`config.mk`:
```
export PLATFORM = sky130hd
export DESIGN_NAME = ramp_pwm
export DESIGN_NICKNAME = d
export VERILOG_FILES = /design/src/rtl/ramp_pkg.sv /design/src/rtl/ramp_step_check.sv /design/src/rtl/ramp_pwm.sv
export SDC_FILE = /design/constraint.sdc
export NUM_CORES = 1
export LEC_CHECK = 0
export ABC_AREA = 1
export BUFFER_PORTS_ARGS = -buffer_cell sky130_fd_sc_hd__buf_2
export CORE_MARGIN = 5
export CORE_UTILIZATION = 61
export DETAILED_ROUTE_END_ITERATION = 8
export PLACE_DENSITY = 0.87
export SYNTH_ARGS = -nofsm -noshare
export SYNTH_HDL_FRONTEND = slang
export SYNTH_SLANG_ARGS = --single-unit
```
`constraint.sdc`:
```
create_clock -name clock -period 6.8 [get_ports clock]
set_input_delay 1.36 -clock clock [delete_from_list [all_inputs] [get_ports clock]]
set_output_delay 1.36 -clock clock [all_outputs]
set_load 0.05 [all_outputs]
```
`src/rtl/ramp_pkg.sv`:
```
// rtl/ramp_pkg.sv - shared constants and state type for the ramp PWM block
package ramp_pkg;

    localparam int RAMP_W_DEF = 7;
    localparam int MAX_RAMP   = (1 << RAMP_W_DEF) - 1;

    typedef enum logic [1:0] {
        IDLE = 2'd0,
        SYNC = 2'd1,
        RUN  = 2'd2
    } ramp_state_t;

endpackage

```
`src/rtl/ramp_step_check.sv`:
```
// rtl/ramp_step_check.sv - previous-sample tracker producing step and wrap indications
module ramp_step_check
    import ramp_pkg::*;
#(
    parameter int RAMP_W = RAMP_W_DEF
) (
    input  logic              i_clock,
    input  logic              i_reset,
    input  logic              i_enable,
    input  logic [RAMP_W-1:0] i_data_in,
    output logic              o_wrap,
    output logic              o_good_step,
    output logic              o_first_sample
);

    localparam logic [RAMP_W-1:0] L_MAX = {RAMP_W{1'b1}};

    logic [RAMP_W-1:0] r_prev;
    logic              r_seen;
    logic [RAMP_W-1:0] w_prev_inc;

    assign w_prev_inc = r_prev + 1'b1;

    // Every enabled sample becomes the reference for the next step check.
    always_ff @(posedge i_clock) begin
        if (i_reset) begin
            r_prev <= '0;
            r_seen <= 1'b0;
        end else if (i_enable) begin
            r_prev <= i_data_in;
            r_seen <= 1'b1;
        end
    end

    // No step can be judged until one sample has been seen.
    assign o_first_sample = i_enable & ~r_seen;
    assign o_good_step    = i_enable & r_seen & (i_data_in == w_prev_inc);
    assign o_wrap         = i_enable & r_seen & (r_prev == L_MAX) & (i_data_in == '0);

endmodule

```
`src/rtl/ramp_pwm.sv`:
```
// rtl/ramp_pwm.sv - PWM generator locked to an external ramp with wrap-aligned duty updates
module ramp_pwm
    import ramp_pkg::*;
#(
    parameter int                RAMP_W     = RAMP_W_DEF,
    parameter int                CNT_W      = 8,
    parameter logic [RAMP_W-1:0] DUTY_RESET = '0
) (
    input  logic              clock,
    input  logic              reset,
    input  logic              enable,
    input  logic [RAMP_W-1:0] data_in,
    input  logic [RAMP_W-1:0] duty_in,
    input  logic              duty_load,
    output logic              duty_busy,
    output logic              pwm_out,
    output logic              wrap_pulse,
    output logic [CNT_W-1:0]  period_count,
    output logic              locked,
    output logic              step_error
);

    ramp_state_t       r_state;
    ramp_state_t       w_state_next;
    logic              w_wrap;
    logic              w_good;
    logic              w_first;
    logic              w_wrap_edge;
    logic              w_bad;
    logic              w_accept;
    logic              w_pwm_next;
    logic [RAMP_W-1:0] w_next_active;
    logic [RAMP_W-1:0] r_active;
    logic [RAMP_W-1:0] r_shadow;
    logic              r_busy;
    logic              r_pwm;
    logic              r_wrap_pulse;
    logic              r_err;
    logic [CNT_W-1:0]  r_count;

    ramp_step_check #(.RAMP_W(RAMP_W)) u_step_check (
        .i_clock        (clock),
        .i_reset        (reset),
        .i_enable       (enable),
        .i_data_in      (data_in),
        .o_wrap         (w_wrap),
        .o_good_step    (w_good),
        .o_first_sample (w_first)
    );

    // State register for the lock FSM.
    always_ff @(posedge clock) begin
        if (reset) begin
            r_state <= IDLE;
        end else begin
            r_state <= w_state_next;
        end
    end

    // Lock FSM: decides lock transitions, step errors and the wrap edge.
    always_comb begin
        w_state_next = r_state;
        w_bad        = 1'b0;
        w_wrap_edge  = 1'b0;
        case (r_state)
            IDLE: begin
                if (w_first) w_state_next = SYNC;
            end
            SYNC: begin
                if (enable) begin
                    if (!w_good) begin
                        w_bad = 1'b1;
                    end else if (w_wrap) begin
                        w_wrap_edge  = 1'b1;
                        w_state_next = RUN;
                    end
                end
            end
            RUN: begin
                if (enable) begin
                    if (!w_good) begin
                        w_bad        = 1'b1;
                        w_state_next = SYNC;
                    end else if (w_wrap) begin
                        w_wrap_edge = 1'b1;
                    end
                end
            end
            default: w_state_next = IDLE;
        endcase
    end

    // The wrap sample itself is compared against the duty it switches to.
    always_comb begin
        w_accept      = duty_load & ~r_busy;
        w_next_active = (w_wrap_edge & r_busy) ? r_shadow : r_active;
        w_pwm_next    = enable & (w_state_next == RUN) & (data_in < w_next_active);
    end

    // Outputs, period counter and double-buffered duty.
    always_ff @(posedge clock) begin
        if (reset) begin
            r_pwm        <= 1'b0;
            r_wrap_pulse <= 1'b0;
            r_err        <= 1'b0;
            r_count      <= '0;
            r_active     <= DUTY_RESET;
            r_shadow     <= DUTY_RESET;
            r_busy       <= 1'b0;
        end else begin
            r_pwm        <= w_pwm_next;
            r_wrap_pulse <= w_wrap_edge;
            r_active     <= w_next_active;
            if (w_bad) r_err <= 1'b1;
            if (w_wrap_edge) r_count <= r_count + 1'b1;
            if (w_wrap_edge && r_busy) begin
                r_busy <= 1'b0;
            end else if (w_accept) begin
                r_shadow <= duty_in;
                r_busy   <= 1'b1;
            end
        end
    end

    assign pwm_out      = r_pwm;
    assign wrap_pulse   = r_wrap_pulse;
    assign period_count = r_count;
    assign locked       = (r_state == RUN);
    assign step_error   = r_err;
    assign duty_busy    = r_busy;

endmodule

```
**Yosys cells after proc, flatten, opt, wreduce, memory -nomap -nowiden**

Index checks and enable logic that the tools add are counted.
W data, S select, Z words.

- Flip-flop bits (word level): 36
- Input port bits: 18
- Output and inout bits: 13
- Word-level logic and storage cells: 51

- Add/sub/neg operators: 2
- $lt $le $gt $ge: 1
- Eq/ne operators: 5
- Mux-type cells: 15
- Bitwise logic cells: 12
- Reduce and logical (&&, ||, !) cells: 6

Operators with widths:

| cell | count |
|---|---|
| $mux W2 | 6 |
| $and A1 B1 Y1 | 9 |
| $add A8 B1 Y8 const B | 1 |
| $add A7 B1 Y7 const B | 1 |
| $eq A7 B7 Y1 | 1 |
| $eq A7 B7 Y1 const B | 1 |
| $logic_not A7 Y1 | 1 |
| $lt A7 B7 Y1 | 1 |
| $mux W1 | 7 |
| $mux W7 | 1 |
| $pmux W2 S3 | 1 |
| $eq A2 B2 Y1 const B | 2 |
| $reduce_or A2 Y1 | 2 |
| $not A1 Y1 | 3 |
| $eq A2 B1 Y1 const B | 1 |
| $logic_not A2 Y1 | 1 |
| $reduce_and A2 Y1 | 1 |
| $logic_and A1 B1 Y1 | 1 |

**Longest topological paths before layout**

- Depth in word-level cells: 11
- Depth in mapped cells: 17
- Depth with buffers taken out: 17

**Hierarchy**

Synthesis repeated with hierarchy kept, for this count alone.

- Cells, all modules: 260
- Area, all modules: 1905.6 µm²

By module, submodules not included:

| module | instances | cells each | area each (µm²) | sequential area each (µm²) |
|---|---|---|---|---|
| ramp_pwm | 1 | 166 | 1351.3 | 560.5 |
| ramp_step_check | 1 | 94 | 554.3 | 160.2 |

**Worst setup path after synthesis**

Ideal clock, no wire load.

- Path kind: input to register
- From: input enable
- To: register r_pwm (netlist: pwm_out)
- Setup time: 0.070 ns
- Data arrival time: 3.163 ns
- Required time: 6.730 ns
- Slack: 3.567 ns
- Cell stages on the path: 14
- Path buffers: 1
- Cell sequence: buf_4 -> nand2_1 -> a21oi_1 -> nand3_1 -> nor2_2 -> nand3_1 -> nor2_2 -> nand4_4 -> mux2i_1 -> ha_1 -> nor4_1 -> o2111a_1 -> nand3_1 -> a21oi_1

- Cells in the longest elaborated chain, start to end: 11
- Elaborated cells between the ends (all ways): 22
- Those cells by class: order compare: 1; eq/ne: 1; mux: 12; bitwise: 8

RTL lines:

| element | line | source |
|---|---|---|
| from (decl) | ramp_pwm.sv:11 | `input logic enable,` |
| $and A1 B1 Y1 | ramp_step_check.sv:37, ramp_step_check.sv:38 |  |
| $and A1 B1 Y1 (2 in series) | ramp_step_check.sv:38 | `assign o_wrap = i_enable & r_seen & (r_prev == L_MAX) & (i_data_in == '0);` |
| $mux W1 | ramp_pwm.sv:73, ramp_pwm.sv:84 |  |
| $mux W1 | ramp_pwm.sv:81 | `if (!w_good) begin` |
| $mux W1 | ramp_pwm.sv:80 | `if (enable) begin` |
| $mux W1 | - |  |
| $and A1 B1 Y1 | ramp_pwm.sv:96 | `w_next_active = (w_wrap_edge & r_busy) ? r_shadow : r_active;` |
| $mux W7 | ramp_pwm.sv:96 |  |
| $lt A7 B7 Y1 | ramp_pwm.sv:97 | `w_pwm_next = enable & (w_state_next == RUN) & (data_in < w_next_active);` |
| $and A1 B1 Y1 (*) | ramp_pwm.sv:97 |  |
| to (signal assigned) | ramp_pwm.sv:111 | `r_pwm <= w_pwm_next;` |
| to (decl) | ramp_pwm.sv:36 | `logic r_pwm;` |

Mark *: on every way between the ends. The rest lies on a longest branch, timed or not.
A chain may end at the register's enable or synchronous reset.

**Final worst setup path**

Ends and elaborated chain as after synthesis.

==> impl_results.md <==
- DR WL met3: 221 um
- Slowest CP cell: nor4_1
- DRT Pass-1 Iters: 4
- Worst min-delay path class: register to register
- Post-route cell area: 2270 um^2
- Yosys cell types: 35
- R2R Path End: pwm_out
- Metal-1 WL: 1920 um
- Crit path arrival time: 3520 ps
- Die W: 67.8 um
- Synthesized area: between 2000 and 2500 um^2
- Post-Route WL: 4260 um
- Syn Area/Cell: 7.30 um^2
- Period utilization: 47.8%
- Static leakage: 1.16 nW
- Total clock sinks: 36
- DRT antenna net count: 0
- Delay of the slowest cell on the worst path: 260 ps
- Post-synth top area share: 35.4%
- Setup violators final: 0
- Flop-to-flop setup slack: 4050 ps
- Syn. warnings: 0
- Sequential Area: 721 um^2
- Hold path depth: 2
- Status: finished, final reports clean
- Ant diodes: 0
- CTS tree: done
- Met2 wire length: 2060 um
- Syn-to-layout area delta: 11.7%
- DP Area: 2210 um^2
- Initial antenna violation count: 0
- Clock Tree Root: clkbuf_4
- Top-count cell post-synth: nand2_1
- Rel. slew slack: 59.9%
- Final Core Density: 69.2%
- Synth top area cells: dfxtp_1 35%, nand2_1 10%, ha_1 7.4%
- Post-Layout Cell Count: ~360
- CP Class: primary input to register
- Clock skew: between 15 and 20 ps
- Wirelength per Cell: roughly 12 um
- Max Freq: 308 MHz
- I/O pin cnt: 31
- DRT iter0 DRCs: 123
- Area of the multi-input gates: 1130 um^2
- Crit-path max FO: 18
- Die area: 4590 um^2
- Slew Limit Fails: 0
- Post-Place Setup Slack: 3180 ps
- Insertion delay to the later sink of the worst-skew pair: 350 ps
- TNS Setup: 0 ps
- DR vias: approximately 1,800
- HP Start: r_shadow[0]
- Initial Util: 62.0%
- Yosys reg bits: 36
- Most frequent CP cell: nand3_1
- Dpl cells: 348
- Clock transition at path regs: approximately 100 ps
- Detailed Place HPWL: about 3200 um
- Number of flops mapped to enable cells by yosys: 0
- Tmin final: 3250 ps
- Worst r2r path cells: 14
- RR Startpoint: u_step_check.r_prev[0]
- Top cell type by total area after synthesis: dfxtp_1
- Primary FF master, synth: dfxtp_1
- Startpoint Class: primary input
- Largest net degree at the start of global routing: 24
- Worst setup EP type: register
- Buf/Inv on CP: 1
- Max rail drop VDD: 0.000130 V
- Syn nets: between 300 and 400
- GP Congestion: 0.825
- Commonest cells in the netlist: 54 x nand2_1, 39 x inv_1, 36 x dfxtp_1
- GRT Util Overall: 21.1%
- Final WS setup: 3550 ps
- Fillers: 276
- Vias in the first global route: roughly 1,700
- Gr ovfl total: 0
- Clock buffer depth: 2
- CTS resizes: 0
- Die Y: 67.8 um
- Sequential share of the synthesized area: 35.4%
- Max Cap Violations: 0
- Htree depth: 2
- Crit path cell chain: buf_2 > nand2_1 > a21oi_1 > nand3_1 > nor2_2 > nand3_1 > nor2_2 > nand4_4 > mux2i_1 > ha_1 > nor4_1 > o2111a_1 > nand3_1 > a21oi_1
- Proportion of layout cells with a drive suffix above 1: 18.8%
- Final #Nets: 339
- RSZ-0062 raised after global routing: no
- CTS Hold Bufs: 0
- Top delay family on crit path: simple AND/OR/NAND/NOR gates
- Core Rows: 21
- CTS Buf Count: 5
- Final Hold Viols: 0
- DRC: 0
- Cells after Synth: 279
- DR vias/cell: about 5.2
- Synth async-reset ratio: 0%
- Max Used Layer: met4
- WHS Endpoint: r_shadow[0]
- Critical path required time: 7070 ps
- Placeable Area: roughly 3300 um^2
- Wire length of the first global-routing pass: around 7300 um
- IO Port Bufs: 30
- # Post-CTS Setup Buffers: 0
- Power Dens Cells: 181 nW/um^2
- Actual slew at the worst max-slew pin: 601 ps
logic make-up after synthesis:
family | synth area share (%)
buf+inv | 9.28
compound gates | 11.6
flops | 35.4
simple gates | 33.4
mux | 2.95
fa+ha+maj | 7.38
layout make-up:
class	count	area share (%)
inverter	41	6.77
clock buffer	7	2.86
sequential	36	31.7
multi-input combinational	195	49.5
timing repair buffer	30	6.60
tap	46	2.53
registers in the layout, summed over array words and instances (netlist names), 2 cells and up:
| signal | flops |
|---|---|
| r_active | 7 |
| r_state | 2 |
| r_shadow | 7 |
| period_count | 8 |
| u_step_check.r_prev | 7 |
layout by cell type, fill, tap and decap left out:
master / synthesis / layout
o211ai_1: 1 / 1
a41oi_1: 1 / 1
nor4_1: 1 / 1
nand4_4: 1 / 1
nand3_4: 1 / 1
o21a_1: 1 / 1
or2_2: 1 / 1
and2_4: 1 / 1
o2111a_1: 1 / 1
o21bai_2: 1 / 1
nand3_1: 20 / 20
clkbuf_8: 0 / 2
and3_1: 2 / 2
nor3_2: 1 / 1
nand3_2: 2 / 2
nand2_1: 54 / 54
inv_1: 39 / 39
nor2_1: 30 / 30
o21ai_0: 18 / 18
clkbuf_4: 0 / 5
nor3_1: 3 / 3
inv_2: 2 / 2
nand4_1: 5 / 5
mux2i_1: 6 / 6
ha_1: 12 / 12
buf_2: 1 / 30
nand2_4: 1 / 1
dfxtp_1: 36 / 36
nor2_8: 1 / 1
nand3b_1: 1 / 1
nand2_2: 2 / 2
nor2_2: 3 / 3
nor2_4: 4 / 4
o21ai_1: 1 / 1
a21oi_1: 19 / 19
stage by stage:
| step | power, mW | hold slack (ps) |
|---|---|---|
| floorplan | 0.271 | 430 |
| global placement | 0.285 | 444 |
| detailed placement | 0.287 | 452 |
| CTS | 0.414 | 465 |
| global route | 0.434 | 498 |
| finish | 0.412 | 464 |
how the worst max path moves through the flow:
stage,from,endpoint,slack [ps],depth (start not counted)
2_1_floorplan,enable,pwm_out,3570,14
3_3_place_gp,enable,pwm_out,3320,14
3_5_place_dp,enable,pwm_out,3180,14
4_1_cts,enable,pwm_out,3560,14
5_1_grt,enable,pwm_out,3270,14
6_report,enable,pwm_out,3550,14
layer usage:
| metal | vias to the layer above | track usage, % |
|---|---|---|
| met2 | 38 | 34.8 |
| met5 | - | 0 |
| met1 | 846 | 26.5 |
| met3 | 6 | 5.49 |
| li1 | 958 | - |
| met4 | 0 | 7.44 |
report_power, final:
part | switching, mW | internal [mW]
clock | 0.0701 | 0.0586
sequential | 0.00821 | 0.219
combinational | 0.0357 | 0.0203
worst register-to-register path, stage by stage (launching register included):
cell      delay, ps
dfxtp_1         410
ha_1            290
nand2_2         110
nor2_2          150
nand3_2         140
nand3_2         110
nand3_1          90
nor2_2          150
nand4_4         170
mux2i_1         200
ha_1            190
nor4_1          260
o2111a_1        210
nand3_1          70
a21oi_1         130
(Power assumes the default switching activity.)
